$ cat src/rtl/vga_fb_arbiter_if.sv
// Frame-buffer arbiter bus: scanout read port, writer port and the shared RAM port.
// master = clients + RAM side, slave = arbiter.
interface vga_fb_arbiter_if #(
  parameter int AW = 21,
  parameter int DW = 8
);
  logic          disp_req;
  logic [AW-1:0] disp_addr;
  logic          disp_gnt;
  logic          disp_rvalid;
  logic [DW-1:0] disp_rdata;
  logic          wr_valid;
  logic [AW-1:0] wr_addr;
  logic [DW-1:0] wr_data;
  logic          wr_ready;
  logic          mem_en;
  logic          mem_we;
  logic [AW:0]   mem_addr;
  logic [DW-1:0] mem_wdata;
  logic [DW-1:0] mem_rdata;

  modport master (
    output disp_req, disp_addr, wr_valid, wr_addr, wr_data, mem_rdata,
    input  disp_gnt, disp_rvalid, disp_rdata, wr_ready,
           mem_en, mem_we, mem_addr, mem_wdata
  );

  modport slave (
    input  disp_req, disp_addr, wr_valid, wr_addr, wr_data, mem_rdata,
    output disp_gnt, disp_rvalid, disp_rdata, wr_ready,
           mem_en, mem_we, mem_addr, mem_wdata
  );
endinterface

$ cat src/rtl/vga_fb_arbiter.sv
// Double-buffered frame-buffer arbiter: scanout reads have strict priority over the
// image writer; display/write banks swap at vblank once the writer finishes a frame.
module vga_fb_arbiter #(
  parameter int AW     = 21,
  parameter int DW     = 8,
  parameter int RD_LAT = 2   // 1..4
) (
  input  logic             clk_pixel,
  input  logic             rst,
  vga_fb_arbiter_if.slave  bus,
  input  logic             frame_done,
  input  logic             vblank_start,
  output logic             disp_bank,
  output logic             wr_bank,
  output logic             swap_pending
);

  typedef struct packed {
    logic          en;
    logic          we;
    logic [AW:0]   addr;
    logic [DW-1:0] wdata;
  } mem_req_t;

  typedef enum logic {SW_IDLE, SW_PEND} sw_state_t;

  sw_state_t     sw_q, sw_d;
  logic          bank_q, bank_d;
  mem_req_t      req_q, req_d;
  logic [RD_LAT:0] vld_pipe;   // bit 0 is the registered grant, bit RD_LAT aligns with mem_rdata
  logic          rvalid_q;
  logic [DW-1:0] rdata_q;
  logic          wr_ready;

  assign wr_ready = !rst && !bus.disp_req && (sw_q == SW_IDLE);

  // Bank bit is folded into the address here, so a later swap cannot redirect it.
  always_comb begin
    req_d    = req_q;
    req_d.en = 1'b0;
    req_d.we = 1'b0;
    if (bus.disp_req) begin
      req_d.en   = 1'b1;
      req_d.addr = {bank_q, bus.disp_addr};
    end else if (bus.wr_valid && wr_ready) begin
      req_d.en    = 1'b1;
      req_d.we    = 1'b1;
      req_d.addr  = {!bank_q, bus.wr_addr};
      req_d.wdata = bus.wr_data;
    end
  end

  always_comb begin
    sw_d   = sw_q;
    bank_d = bank_q;
    case (sw_q)
      SW_IDLE: if (frame_done) begin
        if (vblank_start) bank_d = !bank_q;
        else              sw_d   = SW_PEND;
      end
      SW_PEND: if (vblank_start) begin
        bank_d = !bank_q;
        sw_d   = SW_IDLE;
      end
    endcase
  end

  always_ff @(posedge clk_pixel) begin
    if (rst) begin
      sw_q     <= SW_IDLE;
      bank_q   <= 1'b0;
      req_q    <= '0;
      vld_pipe <= '0;
      rvalid_q <= 1'b0;
      rdata_q  <= '0;
    end else begin
      sw_q     <= sw_d;
      bank_q   <= bank_d;
      req_q    <= req_d;
      vld_pipe <= {vld_pipe[RD_LAT-1:0], req_d.en && !req_d.we};
      rvalid_q <= vld_pipe[RD_LAT];
      if (vld_pipe[RD_LAT]) rdata_q <= bus.mem_rdata;
    end
  end

  assign bus.wr_ready    = wr_ready;
  assign bus.disp_gnt    = vld_pipe[0];
  assign bus.disp_rvalid = rvalid_q;
  assign bus.disp_rdata  = rdata_q;
  assign bus.mem_en      = req_q.en;
  assign bus.mem_we      = req_q.we;
  assign bus.mem_addr    = req_q.addr;
  assign bus.mem_wdata   = req_q.wdata;
  assign disp_bank       = bank_q;
  assign wr_bank         = !bank_q;
  assign swap_pending    = (sw_q == SW_PEND);

endmodule
$ cat src/flat_wrapper.sv
// flat-port wrapper written by rule: the top's interface ports become plain ports
module vga_fb_arbiter_flat 
#(
  parameter int AW     = 21,
  parameter int DW     = 8,
  parameter int RD_LAT = 2          
)
  (clk_pixel, rst, frame_done, vblank_start, disp_bank, wr_bank, swap_pending, bus_disp_req, bus_disp_addr, bus_wr_valid, bus_wr_addr, bus_wr_data, bus_mem_rdata, bus_disp_gnt, bus_disp_rvalid, bus_disp_rdata, bus_wr_ready, bus_mem_en, bus_mem_we, bus_mem_addr, bus_mem_wdata);
  vga_fb_arbiter_if #(.AW(AW), .DW(DW)) bus_i ();
  input  logic clk_pixel;
  input  logic rst;
  input  logic frame_done;
  input  logic vblank_start;
  output logic disp_bank;
  output logic wr_bank;
  output logic swap_pending;
  input wire logic [$bits(bus_i.disp_req)-1:0] bus_disp_req;
  input wire logic [$bits(bus_i.disp_addr)-1:0] bus_disp_addr;
  input wire logic [$bits(bus_i.wr_valid)-1:0] bus_wr_valid;
  input wire logic [$bits(bus_i.wr_addr)-1:0] bus_wr_addr;
  input wire logic [$bits(bus_i.wr_data)-1:0] bus_wr_data;
  input wire logic [$bits(bus_i.mem_rdata)-1:0] bus_mem_rdata;
  output wire logic [$bits(bus_i.disp_gnt)-1:0] bus_disp_gnt;
  output wire logic [$bits(bus_i.disp_rvalid)-1:0] bus_disp_rvalid;
  output wire logic [$bits(bus_i.disp_rdata)-1:0] bus_disp_rdata;
  output wire logic [$bits(bus_i.wr_ready)-1:0] bus_wr_ready;
  output wire logic [$bits(bus_i.mem_en)-1:0] bus_mem_en;
  output wire logic [$bits(bus_i.mem_we)-1:0] bus_mem_we;
  output wire logic [$bits(bus_i.mem_addr)-1:0] bus_mem_addr;
  output wire logic [$bits(bus_i.mem_wdata)-1:0] bus_mem_wdata;
  assign bus_i.disp_req = bus_disp_req;
  assign bus_i.disp_addr = bus_disp_addr;
  assign bus_i.wr_valid = bus_wr_valid;
  assign bus_i.wr_addr = bus_wr_addr;
  assign bus_i.wr_data = bus_wr_data;
  assign bus_i.mem_rdata = bus_mem_rdata;
  assign bus_disp_gnt = bus_i.disp_gnt;
  assign bus_disp_rvalid = bus_i.disp_rvalid;
  assign bus_disp_rdata = bus_i.disp_rdata;
  assign bus_wr_ready = bus_i.wr_ready;
  assign bus_mem_en = bus_i.mem_en;
  assign bus_mem_we = bus_i.mem_we;
  assign bus_mem_addr = bus_i.mem_addr;
  assign bus_mem_wdata = bus_i.mem_wdata;
  vga_fb_arbiter #(.AW(AW), .DW(DW), .RD_LAT(RD_LAT)) u_core (.clk_pixel(clk_pixel), .rst(rst), .bus(bus_i), .frame_done(frame_done), .vblank_start(vblank_start), .disp_bank(disp_bank), .wr_bank(wr_bank), .swap_pending(swap_pending));
endmodule
$ cat config.mk
export PLATFORM = sky130hd
export DESIGN_NAME = vga_fb_arbiter_flat
export DESIGN_NICKNAME = d
export VERILOG_FILES = /design/src/rtl/vga_fb_arbiter_if.sv /design/src/rtl/vga_fb_arbiter.sv /design/src/flat_wrapper.sv
export SDC_FILE = /design/constraint.sdc
export NUM_CORES = 1
export LEC_CHECK = 0
export ABC_AREA = 1
export CAP_MARGIN = 5
export CORE_AREA = 2 2 78 80
export CTS_BUF_LIST = sky130_fd_sc_hd__clkbuf_16
export CTS_CLUSTER_DIAMETER = 200
export CTS_CLUSTER_SIZE = 24
export DETAILED_ROUTE_END_ITERATION = 8
export DIE_AREA = 0 0 80 82
export HOLD_SLACK_MARGIN = 0.05
export PLACE_DENSITY = 0.75
export SLEW_MARGIN = 5
export SYNTH_ARGS = -nofsm -noshare
export SYNTH_HDL_FRONTEND = slang
export SYNTH_SLANG_ARGS = --single-unit
$ cat constraint.sdc
create_clock -name clk_pixel -period 1.1 [get_ports clk_pixel]
set_clock_uncertainty 0.05 [all_clocks]
set_input_delay 0.275 -clock clk_pixel [delete_from_list [all_inputs] [get_ports clk_pixel]]
set_output_delay 0.275 -clock clk_pixel [all_outputs]
set_load 0.02 [all_outputs]
==> reports/qor.yml <==
fin_cells: 466
num_io_pins: 110
hold_class: "reg2reg"
muxShareOfSynthArea_pct: 0
async_reset_ff_share_pct: 0
synth.most_common_cell: "nor2_1"
cts_tree: "done"
synth_area_per_cell_um2: 7.37
outcome: "finished with violations"
gp_congestion: 0.772
max_slew_margin_pct: 81.0
syn_inst: 259
hold_viol: 0
grt_pass1_vias: 2025
power.leakage_uw: 0.00156
min_period_over_period_pct: 117
clock_tree.root_cell: "clkbuf_16"
r2r_end: "u_core.bus.mem_addr[6]$_SDFFE_PP0P_"
netlist_area_um2: 1910
die_area_um2: 6560
setup_violations: 35
ys_seq_elements: 46
h-tree-depth: 2
vias: 2106
path_class: "reg2reg"
cts_sinks: 46
synth_top_area_share_pct: 48.3
area_growth_pct: 90.5
drive_gt1_share_pct: 38.9
clock_latency_ns: 0.28
synth_top_family_by_area: "simple AND/OR/NAND/NOR gates"
dr.pass1.iters: 4
port_buffers: 109
wl_per_cell_um: 12.9
critPathCapture: "u_core.bus.mem_addr[6]$_SDFFE_PP0P_"
drtIter0Drc: 62
drcViolationCount: 0
grt_max_degree: 29
power_frac_seq_pct: 42.5
netlist_top_cells_area: "dfxtp_1 48%, nor2_1 16%, nand2_1 8.7%"
synth_top_area_cell: "dfxtp_1"
rsz0062_at_grt: "yes"
start_util_pct: 33.2
synth_edf_count: 0
synth_commonest_cells: "79 x nor2_1, 46 x dfxtp_1, 44 x nand2_1, 19 x inv_1, 19 x o21ai_0"
maxCapViolations: 0
gr-usage-all-layers_pct: 17.9
hp-start: "u_core.vld_pipe[1]$_SDFF_PP0_"
num_rows: 28
p_switching_uw: 1140
max_freq_ghz: 0.778
nNetsFinal: 454
p_sw_share_pct: 26.6
power_density_nw_per_um2: 1180
fin_crit_ns: 1.29
core-area_um2: 5750
cts.path.max_buffers: 2
ctsHoldBuffers: 0
routed_wl_mm: 6.02
rrSetupSlack_ns: -0.19
yosysUniqueCellTypes: 16
die_width_um: 80
cts_buffers: 5
chipHeight_um: 82
dp_cells: 445
reg2reg_from: "u_core.swap_pending$_SDFF_PP0_"
synth_fa_ha_area_share_pct: 0
startpoint: "u_core.swap_pending$_SDFF_PP0_"
hpwlAfterDp_mm: 3.98
cp.arrival_ns: 1.39
grt_pass1_wl_mm: 9.20
syn_nets: 323
synth_ff_type: "dfxtp_1"
failed_checks: "setup timing"
critPathLaunchType: "flip-flop"
p_int_uw: 3150
critPathCaptureType: "flip-flop"
required_ns: 1.20
synth_compound_area_share_pct: 7.34
viasPerCell: 4.52
antenna_found_initial: 0
tightest_slew_ns: 0.286
finalMaxSlewViolations: 0
synth_warnings: 0
comb_power_share_pct: 23.7
hold_ws_ns: 0.353
grt-ovfl-total: 0
yosys.area_share.simple_pct: 36.1
finalWorstSetupSlack_ns: -0.185
cp_max_fo: 8
synth_xor_xnor_area_share_pct: 0
post-route-cell-area_um2: 3630
path_clk_slew_ns: 0.06
diodes: 0
ir_worst_vdd_v: 0.000881
ant_nets: 0
placed_cell_area_um2: 3150
clkPwrFrac_pct: 33.9
yosysSeqAreaShare_pct: 48.3
reg2reg_depth: 8
==> flip-flops by register name, indices dropped and copies added (netlist names) <==
register	cells
u_core.bus.mem_en	1
u_core.bus.disp_rdata	8
u_core.swap_pending	1
u_core.bus.mem_we	1
u_core.bus.mem_wdata	8
u_core.disp_bank	1
u_core.vld_pipe	3
u_core.bus.disp_rvalid	1
u_core.bus.mem_addr	22
==> routing by layer <==
layer / GRT usage, % / part of all wire (%) / up-vias
met5: 0 / 0 / -
met4: 3.73 / 0.63 / 0
met3: 5.71 / 6.6 / 4
met2: 32.5 / 52 / 68
met1: 20.6 / 40 / 951
li1: - / - / 1083
==> power groups by stage <==
| stage | Clock (uW) | Sequential [uW] | Combinational (uW) |
|---|---|---|---|
| finish | 1450 | 1820 | 1020 |
| global route | 1550 | 1830 | 1090 |
| CTS | 1490 | 1800 | 932 |
| detailed placement | 0 | 1840 | 869 |
| global placement | 0 | 1830 | 859 |
| floorplan | 0 | 1950 | 272 |
==> what timing repair did <==
| action | 4_1_cts | 5_1_grt |
|---|---|---|
| buffers inserted | 6 | 1 |
| setup endpoints to repair | 92 | 82 |
| pin swaps | 5 | 8 |
| cloned | 6 | 0 |
| gates resized for setup | 264 | 84 |
==> area by class of cell <==
| class | count | area (um2) |
|---|---|---|
| clock buffer | 5 | 125 |
| clock inverter | 3 | 21.3 |
| fill | 532 | 2110 |
| inverter | 21 | 88.8 |
| multi-input combinational | 181 | 1020 |
| sequential | 46 | 960 |
| tap | 75 | 93.8 |
| timing repair buffer | 135 | 1320 |
==> cell usage in the layout (no fill, tap or decap), drive strengths merged <==
cell and n:
dlygate4sd2 1, nand4 14, bufbuf 1, nand2 48, clkinvlp 2, clkdlybuf4s50 61, buf 71, nor2 80
dfxtp 46, inv 18, a21oi 9, clkbuf 6, clkinv 4, nand3 1, o21ai 19, nor3 10
==> logic make-up after synthesis <==
kind of cell / count (synthesis)
and+or+nand+nor: 150
AOI/OAI and AO/OA: 28
DFF: 46
buffers and inverters: 35
==> how the worst min path moves through the flow <==
| stage | end | slack, ns | cells after the start |
|---|---|---|---|
| CTS | u_core.vld_pipe[2]$_SDFF_PP0_ | 0.35 | 2 |
| finish | u_core.vld_pipe[2]$_SDFF_PP0_ | 0.35 | 2 |
| detailed placement | u_core.vld_pipe[2]$_SDFF_PP0_ | 0.35 | 2 |
| global route | u_core.vld_pipe[2]$_SDFF_PP0_ | 0.39 | 2 |
| floorplan | u_core.swap_pending$_SDFF_PP0_ | 0.29 | 1 |
| global placement | u_core.vld_pipe[2]$_SDFF_PP0_ | 0.34 | 2 |
==> worst max-delay path: stages (launching register included) <==
cell	delay, ns
dfxtp_4	0.36
buf_6	0.13
nor2_8	0.09
nand3_4	0.08
buf_12	0.16
nand2_8	0.10
nor2_2	0.05
nor2_2	0.09
nor2_1	0.05
==> per-stage QoR <==
stage | setup WS, ns | utilization, % | TNS, ns | power (uW)
2_1_floorplan | -0.0839 | - | -1.49 | 2220
3_3_place_gp | -0.760 | 54.8 | -34.62 | 2690
3_5_place_dp | -0.766 | 54.8 | -35.49 | 2710
4_1_cts | -0.154 | 59.3 | -4.46 | 4230
5_1_grt | -0.239 | 63.3 | -6.97 | 4480
6_report | -0.185 | 63.3 | -4.90 | 4290
(Power assumes the default switching activity.)
